===== src/rtl/recom.sv =====
// ---------------------------------------------------------------------------
// recom -- lazy-wavelet recombination (inverse of the even/odd split).
//
// Accepts {even, odd, last} sample pairs from the inverse lifting datapath,
// buffers them in a small pair FIFO, and re-emits them as a single serial
// stream at twice the pair rate: even[n], odd[n], even[n+1], odd[n+1], ...
//
// Ports:
//   clk          in   system clock, rising edge
//   rst          in   synchronous active-high reset
//   in_even      in   even-phase sample (index 2n)
//   in_odd       in   odd-phase sample (index 2n+1)
//   in_last      in   pair is the last pair of a line
//   in_valid     in   pair present
//   in_ready     out  a pair can be accepted this cycle
//   out_data     out  serial reconstructed sample
//   out_last     out  out_data is the final sample of a line
//   out_valid    out  out_data valid
//   out_ready    in   consumer accepts out_data this cycle
//   overflow_err out  sticky: in_valid seen while in_ready was low
// ---------------------------------------------------------------------------
module recom #(
    parameter int DATA_W = 16,
    parameter int DEPTH  = 4,
    parameter int AW     = 2
) (
    input  logic              clk,
    input  logic              rst,
    input  logic [DATA_W-1:0] in_even,
    input  logic [DATA_W-1:0] in_odd,
    input  logic              in_last,
    input  logic              in_valid,
    output logic              in_ready,
    output logic [DATA_W-1:0] out_data,
    output logic              out_last,
    output logic              out_valid,
    input  logic              out_ready,
    output logic              overflow_err
);

    typedef enum logic {
        PH_EVEN = 1'b0,
        PH_ODD  = 1'b1
    } phase_t;

    localparam logic [AW:0]   CNT_FULL = (AW+1)'(DEPTH);
    localparam logic [AW:0]   CNT_ONE  = (AW+1)'(1);
    localparam logic [AW-1:0] PTR_ONE  = AW'(1);

    logic [DATA_W-1:0] r_mem_even [DEPTH];
    logic [DATA_W-1:0] r_mem_odd  [DEPTH];
    logic              r_mem_last [DEPTH];

    logic [AW-1:0] r_wptr;
    logic [AW-1:0] r_rptr;
    logic [AW:0]   r_count;
    phase_t        r_phase;
    phase_t        w_phase_next;
    logic          r_overflow;

    logic w_full;
    logic w_empty;
    logic w_out_valid;
    logic w_push;
    logic w_fire;
    logic w_pop;

    assign w_full  = (r_count == CNT_FULL);
    assign w_empty = (r_count == '0);

    // in_ready looks only at the stored count, never at the same-cycle pop,
    // so no combinational path runs from out_ready to in_ready.
    assign in_ready    = !rst && !w_full;
    assign w_out_valid = !rst && !w_empty;
    assign out_valid   = w_out_valid;

    assign w_push = in_valid && in_ready;
    assign w_fire = w_out_valid && out_ready;
    // A pair leaves the FIFO only once its odd sample has been taken.
    assign w_pop  = w_fire && (r_phase == PH_ODD);

    // Phase register
    always_ff @(posedge clk) begin
        if (rst) begin
            r_phase <= PH_EVEN;
        end else begin
            r_phase <= w_phase_next;
        end
    end

    // Phase next-state and output selection
    always_comb begin
        w_phase_next = r_phase;
        out_data     = '0;
        out_last     = 1'b0;

        if (w_fire) begin
            case (r_phase)
                PH_EVEN: w_phase_next = PH_ODD;
                PH_ODD:  w_phase_next = PH_EVEN;
                default: w_phase_next = PH_EVEN;
            endcase
        end

        if (w_out_valid) begin
            if (r_phase == PH_EVEN) begin
                out_data = r_mem_even[r_rptr];
            end else begin
                out_data = r_mem_odd[r_rptr];
                out_last = r_mem_last[r_rptr];
            end
        end
    end

    // Pair storage; writes never touch the head slot while the FIFO is
    // non-full, so the presented sample stays stable under back-pressure.
    always_ff @(posedge clk) begin
        if (w_push) begin
            r_mem_even[r_wptr] <= in_even;
            r_mem_odd[r_wptr]  <= in_odd;
            r_mem_last[r_wptr] <= in_last;
        end
    end

    // Pointers and occupancy
    always_ff @(posedge clk) begin
        if (rst) begin
            r_wptr  <= '0;
            r_rptr  <= '0;
            r_count <= '0;
        end else begin
            if (w_push) begin
                r_wptr <= r_wptr + PTR_ONE;
            end
            if (w_pop) begin
                r_rptr <= r_rptr + PTR_ONE;
            end
            case ({w_push, w_pop})
                2'b10:   r_count <= r_count + CNT_ONE;
                2'b01:   r_count <= r_count - CNT_ONE;
                default: r_count <= r_count;
            endcase
        end
    end

    // Sticky overflow flag; the offered pair is dropped, never written.
    always_ff @(posedge clk) begin
        if (rst) begin
            r_overflow <= 1'b0;
        end else if (in_valid && !in_ready) begin
            r_overflow <= 1'b1;
        end
    end

    assign overflow_err = r_overflow;

endmodule

===== config.mk =====
export PLATFORM = sky130hd
export DESIGN_NAME = recom
export DESIGN_NICKNAME = d
export VERILOG_FILES = /design/src/rtl/recom.sv
export SDC_FILE = /design/constraint.sdc
export NUM_CORES = 1
export LEC_CHECK = 0
export ABC_AREA = 1
export BUFFER_PORTS_ARGS = -buffer_cell sky130_fd_sc_hd__buf_2
export CAP_MARGIN = 20
export CORE_AREA = 2 2 105 107
export DETAILED_ROUTE_END_ITERATION = 10
export DIE_AREA = 0 0 107 109
export MAX_ROUTING_LAYER = met4
export PLACE_DENSITY = 0.74
export SKIP_CTS_REPAIR_TIMING = 1
export SLEW_MARGIN = 40
export SYNTH_ARGS = -nofsm -noshare
export SYNTH_HDL_FRONTEND = slang
export SYNTH_SLANG_ARGS = --single-unit

===== constraint.sdc =====
create_clock -name clk -period 5 [get_ports clk]
set_input_delay 0.75 -clock clk [delete_from_list [all_inputs] [get_ports clk]]
set_output_delay 0.75 -clock clk [all_outputs]
set_load 0.005 [all_outputs]

==> reports/metrics.cfg, run 1 <==
[run_status]
status=finished clean

[setup_path]
endpoint_kind=output pin
crit_type=flip-flop to output pin
cp.arrival_ps=2290
cp_data_required_time_ps=4250
worstSetupStartpointType=flip-flop
worstPathMaxFanout=34

[finish]
num-fill-cells=791
diodes=0
synthToLayoutAreaGrowth_pct=17.6
final_cell_mix=edfxtp_1 (132), nor2_1 (73), nand2_1 (61)
layout_commonest_cell=edfxtp_1
nets=555
drive_above_1_share_pct=19.4
finalNonFillerCells=665
fin_area_sq_um=6700

[routing]
via_per_inst=5.61
wire_per_inst_um=18.1
ant_nets=0
drc=0
drtIter0Drc=298
first_pass_iters=5
drt_wl_total_um=12000
via_count=3729

[min_path]
hold_path_class=primary input to flip-flop

[clocking]
insertion_delay_ps=520
cts_root_buf=clkbuf_8
cts.path.max_buffers=2
cts_buffers=17
cts_tree=yes
clkSlewWorstSetupHoldPaths_ps=60
cts_max_level=4
clock_sinks=143

[grt]
grt_pass1_vias=3744
grt_pass1_wl_um=19000
grt_usage_pct=22.9
antenna_found_initial=0
grt_max_degree=67
grt_overflow_total=0

[sta]
max_freq_mhz=329
slew_violations=0
post-route-min-period_ps=3040
slew_headroom_pct=55.4
fin_skew_ps=9.06
rsz0062_at_grt=no
hold_viol=0
finalSetupViolCount=0
fin_crit_sh_pct=60.8
fin_tns_setup_ps=0
worstMarginPinSlew_ps=669

[logic_synthesis]
synth_area_sq_um=5700
yosys.area.top_type=edfxtp_1
yosys.area_share.adder_pct=1.45
ys_warn_count=0
ys_seq_area_share_pct=73.4
synthDominantCellAreaShare_pct=69.6
synth_seq_cells=143
synthSimpleGateAreaFrac_pct=10.3
synth_compound_gate_area_share_pct=10.5
synth_top_family_by_area=compound AO/OA/AOI/OAI gates
muxShareOfSynthArea_pct=0
synthXorXnorAreaFrac_pct=0
synthTopCellsByArea=edfxtp_1 (70%), nor2_1 (5.1%), o21ai_0 (4.7%)
syn_nets=494
syn_area_per_cell_sq_um=12.6
synth.distinct_cells=24
syn_inst=451

[pwr]
p_leak_uw=0.00250
irDropWorstVdd_v=0.000236
p_per_area_nw_per_um2=401

[placed_design]
placed_area_sq_um=6120
gp_congestion=0.796
dp_cells=633
dpl.hpwl_um=7270
io_buffers=56

[die]
start_util_pct=53.7
ios=57
die_y_um=109
die_area_sq_um=11700
core_area_sq_um=10600
fp-row-count=38
die_width_um=107

[run]
drv_cap=0

-- final cells by class --
cell class / instances / area, sq um / share of cell area, %
clock buffers: 26 / 468 / 6.98
clock inverters: 6 / 108 / 1.61
inverters: 22 / 85.1 / 1.27
multi-input cells: 264 / 1290 / 19.3
flip-flops and latches: 143 / 4190 / 62.5
well taps: 140 / 175 / 2.61
repair buffers: 64 / 387 / 5.77
-- registers in the layout, summed over array words and instances, names as in the netlist, named ones only --
name,flops
overflow_err,1
r_mem_last,4
r_count,3
r_phase,1
r_mem_odd,64
r_wptr,2
r_rptr,2
r_mem_even,64
-- synthesized netlist by cell type --
master    count
nor2_1       77
clkbuf_1      2
buf_4         5
fa_1          1
inv_2         4
nand4_1       1
a21oi_1       7
buf_2         7
a21boi_1      1
nand2_4       1
o21ai_0      54
clkbuf_2      1
nand2_2       1
nand3_1       5
nor2_4        2
dfxtp_1      11
o22ai_1      32
edfxtp_1    132
o21ai_1      15
inv_1        18
o21bai_1      1
ha_1          5
nand2_1      61
buf_6         7
-- kinds of logic (layout without fill, tap and decap cells) --
logic type,Yosys count,after routing
and+or+nand+nor,148,148
DFF,143,143
AOI/OAI and AO/OA,110,110
buffers and inverters,44,118
adders and majority gates,6,6
-- final timing paths --
check                                  start          endpoint  slack, ps  depth (start not counted)
worst max register to register    r_count[1]        r_count[2]       2800                         10
worst max-delay path               flip-flop       out_data[7]       1960                          7
worst min-delay path              in_odd[10]  r_mem_odd[2][10]        450                          1
worst min register to register  overflow_err      overflow_err        500                          2
-- where the power goes --
part,leakage (uW),switching (uW),internal [uW]
registers,0.00129,9.07,1340
clock network,0.000277,433,785
logic,0.000936,79.0,41.9
total,0.00250,521,2170
-- metrics by stage --
step	hold WS, ps	util, %	setup WS [ps]	total power [uW]
3_3_place_gp	447	57.0	2290	1480
5_1_grt	431	63.2	1770	2770
6_report	447	63.2	1960	2690
4_1_cts	421	63.2	1940	2700
3_5_place_dp	499	57.8	2340	1490
2_1_floorplan	460	-	2070	1430
-- worst max-delay path, stage by stage, from the launching register on --
cell	delay [ps]
dfxtp_1	290
buf_4	260
inv_2	480
o21ai_0	190
o22ai_1	280
nand2_1	90
nand2_1	80
buf_2	100
-- metal layers --
| metal | GRT usage, % | part of all wire (%) |
|---|---|---|
| met1 | 28.3 | 41 |
| met2 | 37.1 | 51 |
| met3 | 6.04 | 6.7 |
| met4 | 7.79 | 0.91 |
| met5 | - | 0 |
Note: power is estimated with default switching activity, not from simulation.
==> run 2: changes to the inputs <==
clock period = 3.1 ns   (was 5 ns; I/O delays follow)
==> run 2 against run 1 <==
Net effect: clock-buffer cell count down 8; cell count down 0.15%; largest cell class unchanged; power is 57% higher; critical path type unchanged.
==> reports/metrics.cfg, run 2 (synthesis gave the netlist of run 1 again) <==
[finish]
final_cell_mix=edfxtp_1 (132), nor2_1 (73), nand2_1 (61)
top_regs=r_mem_even (64), r_mem_odd (64), r_mem_last (4)
diodes=0  ; unchanged
nets=555  ; unchanged
utilization_pct=62.5  ; -0.66 points
num-fill-cells=797  ; +0.76%
synthToLayoutAreaGrowth_pct=16.4
layout_commonest_cell=edfxtp_1
drive_above_1_share_pct=20.0  ; +0.61 points

[setup_path]
worstSetupStartpointType=flip-flop
rr_worst_depth=11  ; +1
rr_endpoint=r_count[2]
r2r_slack_ps=870  ; -1930 ps
worstPathMaxFanout=34  ; unchanged
endpoint_kind=output pin
cp.arrival_ps=2270  ; -20 ps
reg2reg_from=r_count[1]
endpoint=out_data[6]
crit_type=flip-flop to output pin
cp_data_required_time_ps=2630  ; -1620 ps

[min_path]
hold_path_class=primary input to flip-flop

[routing]
drc=0  ; unchanged
ant_nets=0  ; unchanged
via_per_inst=5.52  ; -1.5%
via_count=3666  ; -1.7%
wire_per_inst_um=17.9  ; -1.3%
first_pass_iters=5  ; unchanged
drt_wl_total_um=11900  ; -1.4%
drtIter0Drc=227  ; -24%

[sta]
max_freq_mhz=366
post-route-min-period_ps=2730
rsz0062_at_grt=no
slew_violations=0  ; unchanged
fin_tns_setup_ps=0  ; unchanged
worstMarginPinSlew_ps=674  ; +5.87 ps
fin_crit_sh_pct=88.1
hold_viol=0  ; unchanged
fin_skew_ps=9.28  ; +0.218 ps
finalSetupViolCount=0  ; unchanged
slew_headroom_pct=55.0  ; -0.39 points

[grt]
grt_max_degree=67  ; unchanged
grt_pass1_wl_um=18300  ; -3.9%
gr-max-usage-layer=met2
met1_usage_pct=26.8  ; -1.5 points
grt_usage_pct=22.4  ; -0.54 points
antenna_found_initial=0  ; unchanged
use_met2_pct=35.9  ; -1.2 points
grt_pass1_vias=3765  ; +0.56%
grt_use_met3_pct=5.98  ; -0.060 points
grt_overflow_total=0  ; unchanged

[die]
ios=57  ; unchanged
die_area_sq_um=11700  ; unchanged
die_width_um=107  ; unchanged
core_area_sq_um=10600  ; unchanged
die_y_um=109  ; unchanged
fp-row-count=38  ; unchanged
start_util_pct=53.7  ; unchanged

[pwr]
power_frac_seq_pct=51.5  ; +1.3 points
switchingPower_uw=862  ; +66%
switching_share_pct=20.5  ; +1.1 points
combPwrFrac_pct=4.6  ; about the same
power_frac_clock_pct=43.9  ; -1.4 points
p_leak_uw=0.00249  ; -0.68%
p_per_area_nw_per_um2=635  ; +58%
p_int_uw=3350  ; +55%
irDropWorstVdd_v=0.000394  ; +67%

[clocking]
cts_max_level=4  ; unchanged
clock_sinks=143  ; unchanged
cts_root_buf=clkbuf_8
insertion_delay_ps=510  ; about the same
cts_tree=yes
cts_buffers=17  ; unchanged
clkSlewWorstSetupHoldPaths_ps=60  ; about the same
cts.path.max_buffers=2  ; unchanged

[run]
drv_cap=0  ; unchanged

[placed_design]
dpl.hpwl_um=6660  ; -8.4%
io_buffers=56  ; unchanged
gp_congestion=0.769  ; -3.4%

[run_status]
status=finished clean

[run 2: cell count changes in the layout (fill, tap and decap cells not counted), sizes merged]
cell | before | now
clkinvlp | 1 | 0
bufinv | 3 | 2
clkbuf | 26 | 18
clkinv | 2 | 11
[run 2: worst min path at each step]
| stage | start | to | slack, ps | cells after the start |
|---|---|---|---|---|
| finish | rst | r_wptr[0] | 160 | 2 |
| global route | in_odd[3] | r_mem_odd[1][3] | 140 | 1 |
| CTS | rst | r_wptr[0] | 140 | 2 |
| detailed placement | overflow_err | overflow_err | 450 | 2 |
| global placement | overflow_err | overflow_err | 450 | 2 |
| floorplan | overflow_err | overflow_err | 460 | 2 |
[run 2: through the flow]
step / hold WS [ps] / instances / setup slack, ps / power [uW] / area (sq um)
global placement: 451 / 633 / 901 / 2400 / 6090
finish: 160 / 664 / 368 / 4210 / 6630
CTS: 139 / 664 / 384 / 4230 / 6630
detailed placement: 452 / 633 / 785 / 2400 / 6090
floorplan: 460 / 451 / 451 / 2310 / 5700
global route: 138 / 664 / 240 / 4340 / 6630
[run 2: metal layers]
metal  share of wire, %  routed length, um  vias up
met2                 52               6120      145
li1                   -                  -     1731
met4                1.2                142        0
met5                  0                  0        -
met1                 41               4910     1778
met3                5.9                700       12
[run 2: worst max-delay path, cell delays in order (launching register included)]
cell	delay [ps]
dfxtp_2	320
inv_2	430
buf_4	330
o21ai_0	160
o22ai_1	220
nand2_1	100
nand2_1	70
buf_2	110
[run 2: power by group through the flow]
stage / registers, uW / logic, uW / clock network (uW)
2_1_floorplan: 2210 / 97.5 / 0
3_3_place_gp: 2210 / 187 / 0
3_5_place_dp: 2210 / 192 / 0
4_1_cts: 2170 / 194 / 1870
5_1_grt: 2170 / 215 / 1950
6_report: 2170 / 193 / 1850
[run 2: final cells by class]
cell class | count | area, sq um | area share [%]
flip-flops and latches | 143 | 4190 | 63.1
repair buffers | 64 | 353 | 5.32
clock inverters | 13 | 124 | 1.87
well taps | 140 | 175 | 2.64
multi-input cells | 264 | 1290 | 19.5
inverters | 22 | 82.6 | 1.25
clock buffers | 18 | 418 | 6.30
